--- src/rtl/cdc_pkg.sv ---
// Shared CDC helpers: gray/binary conversion and synchronizer defaults.
// Conversions operate on CDC_MAX_W-wide vectors; callers zero-extend narrower pointers.
package cdc_pkg;

   localparam int CDC_SYNC_STAGES_DEFAULT = 2;
   localparam int CDC_MAX_W               = 32;

   // Only the low w bits of g are significant; higher bits must be zero.
   function automatic logic [CDC_MAX_W-1:0] gray2bin(input logic [CDC_MAX_W-1:0] g,
                                                     input int                   w);
      logic [CDC_MAX_W-1:0] b;
      b        = '0;
      b[w-1]   = g[w-1];
      for (int i = w - 2; i >= 0; i--) b[i] = b[i+1] ^ g[i];
      return b;
   endfunction

   function automatic logic [CDC_MAX_W-1:0] bin2gray(input logic [CDC_MAX_W-1:0] b);
      return b ^ (b >> 1);
   endfunction

endpackage

--- src/rtl/cdc_sync_bus.sv ---
// Plain multi-flop synchronizer chain with async active-low reset.
// Only safe for single bits or gray-coded buses that change one bit at a time.
module cdc_sync_bus #(
   parameter int width  = 1,
   parameter int stages = 2
) (
   input  logic             i_nrst,
   input  logic             i_clk,
   input  logic [width-1:0] i_d,
   output logic [width-1:0] o_q
);

   logic [stages-1:0][width-1:0] q;

   always_ff @(posedge i_clk or negedge i_nrst) begin
      if (!i_nrst) begin
         q <= '0;
      end else begin
         q[0] <= i_d;
         for (int s = 1; s < stages; s++) q[s] <= q[s-1];
      end
   end

   assign o_q = q[stages-1];

endmodule

--- src/rtl/cdc_afifo_gray_sync.sv ---
// Receive side of an async-FIFO pointer crossing: synchronizes the remote gray
// pointer, decodes it, and registers occupancy / free space / threshold flags.
module cdc_afifo_gray_sync
   import cdc_pkg::*;
#(
   parameter int abits       = 3,
   parameter int sync_stages = CDC_SYNC_STAGES_DEFAULT,
   parameter int side        = 0,
   parameter int afull_lvl   = (1 << abits) - 1,
   parameter int aempty_lvl  = 1
) (
   input  logic             i_nrst,
   input  logic             i_clk,
   input  logic [abits:0]   i_gray,
   input  logic [abits:0]   i_local_bin,
   output logic [abits:0]   o_q2_gray,
   output logic [abits:0]   o_bin,
   output logic [abits:0]   o_level,
   output logic [abits:0]   o_free,
   output logic             o_almost_full,
   output logic             o_almost_empty,
   output logic             o_err
);

   localparam int            aw    = abits + 1;
   localparam logic [abits:0] depth = aw'(1 << abits);

   generate
      if (sync_stages < 2 || sync_stages > 4) begin : g_bad_stages
         $error("cdc_afifo_gray_sync: sync_stages must be 2..4");
      end
   endgenerate

   cdc_sync_bus #(
      .width  (aw),
      .stages (sync_stages)
   ) u_sync (
      .i_nrst (i_nrst),
      .i_clk  (i_clk),
      .i_d    (i_gray),
      .o_q    (o_q2_gray)
   );

   logic [CDC_MAX_W-1:0] b_wide;
   logic [abits:0]       b;
   logic [abits:0]       lvl;

   assign b_wide = gray2bin(CDC_MAX_W'(o_q2_gray), aw);
   assign b      = b_wide[abits:0];

   // Modulo subtraction absorbs wrap of the extra pointer bit.
   always_comb begin
      lvl = i_local_bin - b;
      if (side != 0) lvl = b - i_local_bin;
   end

   always_ff @(posedge i_clk or negedge i_nrst) begin
      if (!i_nrst) begin
         o_bin          <= '0;
         o_level        <= '0;
         o_free         <= depth;
         o_almost_full  <= 1'b0;
         o_almost_empty <= (aempty_lvl >= 0);
         o_err          <= 1'b0;
      end else begin
         o_bin          <= b;
         o_level        <= lvl;
         o_free         <= depth - lvl;
         o_almost_full  <= (int'(lvl) >= afull_lvl);
         o_almost_empty <= (int'(lvl) <= aempty_lvl);
         // Sticky: an overrun or corrupt gray value is never self-healing.
         if (lvl > depth) o_err <= 1'b1;
      end
   end

   logic unused_ok;
   assign unused_ok = ^b_wide[CDC_MAX_W-1:aw];

endmodule

--- config.mk ---
export PLATFORM = sky130hd
export DESIGN_NAME = cdc_afifo_gray_sync
export DESIGN_NICKNAME = d
export VERILOG_FILES = /design/src/rtl/cdc_pkg.sv /design/src/rtl/cdc_sync_bus.sv /design/src/rtl/cdc_afifo_gray_sync.sv
export SDC_FILE = /design/constraint.sdc
export NUM_CORES = 1
export LEC_CHECK = 0
export CAP_MARGIN = 10
export CORE_UTILIZATION = 48
export CTS_BUF_LIST = sky130_fd_sc_hd__clkbuf_4 sky130_fd_sc_hd__clkbuf_8
export CTS_CLUSTER_DIAMETER = 50
export DETAILED_ROUTE_END_ITERATION = 10
export GPL_TIMING_DRIVEN = 0
export PLACE_DENSITY = 0.87
export RECOVER_POWER = 25
export SLEW_MARGIN = 20
export SYNTH_ARGS = -nofsm -noshare
export SYNTH_HDL_FRONTEND = slang
export SYNTH_HIERARCHICAL = 1
export SYNTH_SLANG_ARGS = --single-unit
export TNS_END_PERCENT = 5
--- constraint.sdc ---
create_clock -name i_clk -period 3.21 [get_ports i_clk]
set_input_delay 0.321 -clock i_clk [delete_from_list [all_inputs] [get_ports i_clk]]
set_output_delay 0.321 -clock i_clk [all_outputs]
set_load 0.01 [all_outputs]
Word-level counts from Yosys, hierarchy flattened
Cells that the tools add are included.
{"block": "totals", "regBits": 23, "in_bits": 10}
{"block": "op_classes", "add_sub_neg": 2, "n_lt_le_gt_ge": 3, "bitwise": 3}
{"cell": "$ge A4 B3 Y1 const B", "n": 1}
{"cell": "$gt A4 B4 Y1 const B", "n": 1}
{"cell": "$le A4 B1 Y1 const B", "n": 1}
{"cell": "$sub A4 B4 Y4", "n": 1}
{"cell": "$sub A4 B4 Y4 const A", "n": 1}
{"cell": "$xor A1 B1 Y1", "n": 3}

Logic depth before layout (Yosys ltp)
{"block": "logic_depth", "depth_word": 5, "depth_mapped": 11, "ltp_nobuf": 10}

Cells and area by module
Netlist, hierarchy kept.
{"mod": "cdc_afifo_gray_sync", "n_inst": 1, "cells_per_inst": 62, "area_per_inst_um2": 759.5}
{"mod": "cdc_sync_bus", "n_inst": 1, "cells_per_inst": 12, "area_per_inst_um2": 230.2}

Worst setup path before layout
OpenSTA, ideal clock, no wires.
{"block": "synth_timing", "path_type": "register to register", "start": "reg u_sync.q (netlist bit u_sync/o_q[2])", "end": "reg o_err", "arrival_time_ns": 2.359, "path_slack_ns": 0.733, "stages_incl_launch_ff": 12, "n_path_buf": 1, "path_cell_list": "dfrtp_1 buf_4 xor2_4 xor2_4 xor2_1 ha_1 inv_1 ha_1 o21bai_4 xor2_4 nand2b_1 a21o_1"}
{"block": "synth_between", "elab_chain_cells": 5}
{"element": "from (decl)", "line_no": "cdc_sync_bus.sv:13", "text": "logic [stages-1:0][width-1:0] q;"}
{"element": "$xor A1 B1 Y1", "line_no": "cdc_pkg.sv:14", "text": "for (int i = w - 2; i >= 0; i--) b[i] = b[i+1] ^ g[i];"}
{"element": "named net b[2]", "line_no": "cdc_afifo_gray_sync.sv:45", "text": "logic [abits:0] b;"}
{"element": "$xor A1 B1 Y1", "line_no": "cdc_pkg.sv:14"}
{"element": "named net b[1]", "line_no": "cdc_afifo_gray_sync.sv:45"}
{"element": "$xor A1 B1 Y1", "line_no": "cdc_pkg.sv:14"}
{"element": "named net b[0]", "line_no": "cdc_afifo_gray_sync.sv:45"}
{"element": "$sub A4 B4 Y4", "line_no": "cdc_afifo_gray_sync.sv:53", "text": "lvl = i_local_bin - b;"}
{"element": "named net lvl[2]", "line_no": "cdc_afifo_gray_sync.sv:46", "text": "logic [abits:0] lvl;"}
{"element": "$gt A4 B4 Y1", "line_no": "cdc_afifo_gray_sync.sv:72", "text": "if (lvl > depth) o_err <= 1'b1;"}
{"element": "to (signal assigned)", "line_no": "cdc_afifo_gray_sync.sv:64", "text": "o_err <= 1'b0;"}
{"element": "to (signal assigned)", "line_no": "cdc_afifo_gray_sync.sv:72"}
{"element": "to (decl)", "line_no": "cdc_afifo_gray_sync.sv:22", "text": "output logic o_err"}
The timed path passes the listed nets, and every way through them passes these cells.
A chain may end at the register's enable or synchronous reset.

Worst setup path in the final report
Ends and elaborated chain as after synthesis.

==> results.tsv <==
stage	metric	value	unit
logic_synthesis	Yosys reg bits	22	
placement	Port Buf Inserts	28	
logic_synthesis	biggest area consumer among synthesized cells	dfrtp_1	
worst_setup_path	reg2reg end	o_err	
power_and_ir_drop	Flop pwr share	43.5	%
worst_setup_path	RR Startpoint	u_sync/o_q[2]	
cells_and_area	layout cell share with drive strength beyond 1	17.0	%
logic_synthesis	Netlist cell types	22	
global_route	gr usage total	16.8	%
placement	DP HPWL	1320	um
logic_synthesis	Cell Area, Synth	990	um^2
floorplanning	initial core utilization	51.0	%
logic_synthesis	Post-Synth XOR/XNOR Area	14.5	%
clock_tree	worst-skew pair later-pin latency	0.29	ns
global_route	first-pass GRT wire length	2530	um
drt	vias	619	
clock_tree	Root Driver	clkbuf_4	
placement	GP Congestion	0.681	
run	Max Cap Viol	0	
logic_synthesis	Post-synth top cells	dfrtp_1, ha_1, inv_1	
power_and_ir_drop	Leak	0.580	nW
logic_synthesis	async set or reset register ratio after synthesis	100	%
timing	Tmin final	2.82	ns
worst_setup_path	Max Fanout on Critical Path	7	
timing	worst-margin pin slew	0.935	ns
logic_synthesis	Seq/Total Area, Yosys	55.9	%
logic_synthesis	syn nets	90	
timing	fmax	355	MHz
clock_tree	CTS tree	yes	
power_and_ir_drop	overall power	803	uW
global_route	initial antenna violation count	0	
worst_setup_path	crit end category	flop	
logic_synthesis	ys flop type	dfrtp_1	
timing	final setup vio count	0	
clock_tree	TritonCTS buffer count	3	
clock_tree	Clock Tree Buf Depth	2	
floorplanning	Top Ports	29	
floorplanning	DIE HEIGHT	47.4	um
floorplanning	Core Area	1940	um^2
drt	drt via density	4.65	
drt	drt pass-1 iters	4	
clock_tree	Clock transition at path regs	0.11	ns
floorplanning	die extent in x	47.4	um
drt	drt initial violations	9	
clock_tree	post_cts resized	0	
drt	DR WL/cell	12.2	um
logic_synthesis	largest family of logic cells by synthesized area	XOR/XNOR gates	
global_route	largest net degree at the start of global routing	23	
run_status	status	completed	
hold_path	worst hold start	u_sync/q[1]	
timing	RSZ-0062 raised after global routing	false	
drt	Antenna Nets Post-Route	0	
clock_tree	# Post-CTS Setup Buffers	0	
timing	skew final	0.00228	ns
worst_setup_path	Reg2Reg Depth	11	
clock_tree	Sink Count	22	
global_route	Overflow after GRT	0	
logic_synthesis	Simple-Gate Fraction of Synth Area	6.70	%
hold_path	hold path depth	0	
logic_synthesis	syn avg cell area	13.4	um^2
drt	drt total wl	1620	um
logic_synthesis	top cells by area, synth	dfrtp_1, xor2_4, ha_1	
cells_and_area	ANT cells	0	
logic_synthesis	Synth Area in Compound Gates	9.23	%
logic_synthesis	most instantiated library cell after synthesis	dfrtp_1	
cells_and_area	NumNets Final	123	
timing	Slew Limit Fails	0	
floorplanning	die area	2250	um^2
hold_path	Hold Path Class	flop to flop	
worst_setup_path	WS Path Type	flop to flop	
logic_synthesis	Post-synth EDFFs	0	
power_and_ir_drop	sw frac	28.9	%
power_and_ir_drop	part of the power in combinational logic	38.2	%
power_and_ir_drop	Pint	571	uW
placement	pre-CTS setup slack	0.386	ns
worst_setup_path	Crit path required time	3.40	ns
logic_synthesis	Synth top area share	50.6	%
power_and_ir_drop	clock share of power	18.2	%
timing	Hold Vio Cnt, Final	0	
power_and_ir_drop	Power Density	599	nW/um^2
placement	DP Cell Count	129	
timing	Max-slew headroom	37.5	%
cells_and_area	synthesis-to-finish area growth	35.4	%
hold_path	Hold Path Sink	u_sync/o_q[1]	
worst_setup_path	WP data arrival	3.01	ns
power_and_ir_drop	Worst VDD drop	0.406	mV
logic_synthesis	Mapped Cells	74	
drt	DRC Markers	0	
logic_synthesis	Synthesis Warnings	6	
timing	period utilization	87.7	%
logic_synthesis	Synth Area in Adders	7.59	%
global_route	vias in the first global route	615	
cells_and_area	Layout Cells excl Fill	133	
timing	Fin Setup TNS	0	ns
clock_tree	H-tree level count	1	
worst_setup_path	CP Launch Type	flop	
clock_tree	Post-CTS Hold Fix Bufs	0	
worst_setup_path	reg2reg setup slack	0.39	ns
logic_synthesis	mux contribution to synthesized area	0	%
floorplanning	placement row count	16	
power_and_ir_drop	Sw Pwr	232	uW
timing	fin worst setup slack	0.395	ns
layer usage:
| metal | up-vias | GRT usage (%) | share of wire [%] | wire length, um |
|---|---|---|---|---|
| met5 | - | 0 | 0 | 0 |
| met4 | 0 | 6.86 | 0.55 | 9 |
| met3 | 2 | 2.31 | 4.2 | 68 |
| met2 | 18 | 31.0 | 56 | 905 |
| met1 | 300 | 19.3 | 39 | 641 |
| li1 | 299 | - | - | - |
logic make-up (layout without fill, tap and decap cells):
logic type / after synthesis / count (layout)
simple gates: 13 / 13
fa+ha+maj: 6 / 6
compound gates: 12 / 12
flops: 22 / 22
buf+inv: 11 / 43
xor+xnor: 10 / 10
flip-flops by register name, summed over array words and instances, names as in the netlist:
name	flops
u_sync/q	4
o_bin	4
u_sync/o_q	4
o_level	3
o_almost_full	1
o_err	1
o_free	4
o_almost_empty	1
worst max-delay path by stage:
| stage | end | start | depth (start not counted) | slack [ns] |
|---|---|---|---|---|
| 6_report | o_err | u_sync/o_q[2] | 11 | 0.39 |
| 5_1_grt | o_err | u_sync/o_q[3] | 11 | 0.21 |
| 4_1_cts | o_err | u_sync/o_q[2] | 11 | 0.36 |
| 3_5_place_dp | o_err | u_sync/o_q[2] | 11 | 0.39 |
| 3_3_place_gp | o_err | u_sync/o_q[2] | 11 | 0.56 |
| 2_1_floorplan | o_err | u_sync/o_q[2] | 11 | 0.73 |
power groups by stage:
stage / Sequential (mW) / Clock [mW] / Combinational (mW)
final: 0.350 / 0.146 / 0.307
after global routing: 0.356 / 0.157 / 0.335
after CTS: 0.351 / 0.149 / 0.310
after detailed placement: 0.357 / 0 / 0.310
after global placement: 0.353 / 0 / 0.300
after floorplan: 0.382 / 0 / 0.134
critical path: stages (launching register included):
cell	delay [ns]
dfrtp_1	0.38
buf_4	0.16
xor2_4	0.27
xor2_4	0.27
xor2_1	0.24
ha_1	0.31
inv_1	0.11
ha_1	0.37
inv_1	0.11
ha_1	0.24
nand2b_1	0.07
a21o_1	0.18
per-stage QoR:
stage               hold WS, ns  cell area, um^2  utilization [%]
detailed placement        0.335             1300             67.1
global route              0.370             1340             69.0
finish                    0.360             1340             69.0
CTS                       0.361             1340             69.0
floorplan                0.0254              990                -
global placement          0.332             1300             67.1
placed cells by master, fill, tap and decap left out, types with 2 or more instances in the layout:
cell type,instances
buf_4,5
clkbuf_4,3
clkdlybuf4s50_1,23
dfrtp_1,20
dfstp_2,2
dlygate4sd3_1,5
ha_1,6
inv_1,6
nand2_1,4
nand2b_1,3
nor2_1,2
nor3_1,2
o21ai_0,5
xnor2_1,4
xor2_1,3
xor2_4,3
layout make-up:
class	count	area [um^2]
inverters	6	22.5
flip-flops and latches	22	553
repair buffers	28	280
well taps	27	33.8
multi-input cells	41	377
fillers	160	602
clock buffers	4	36.3
plain buffers	5	37.5
Power figures use the tool's default switching activity.
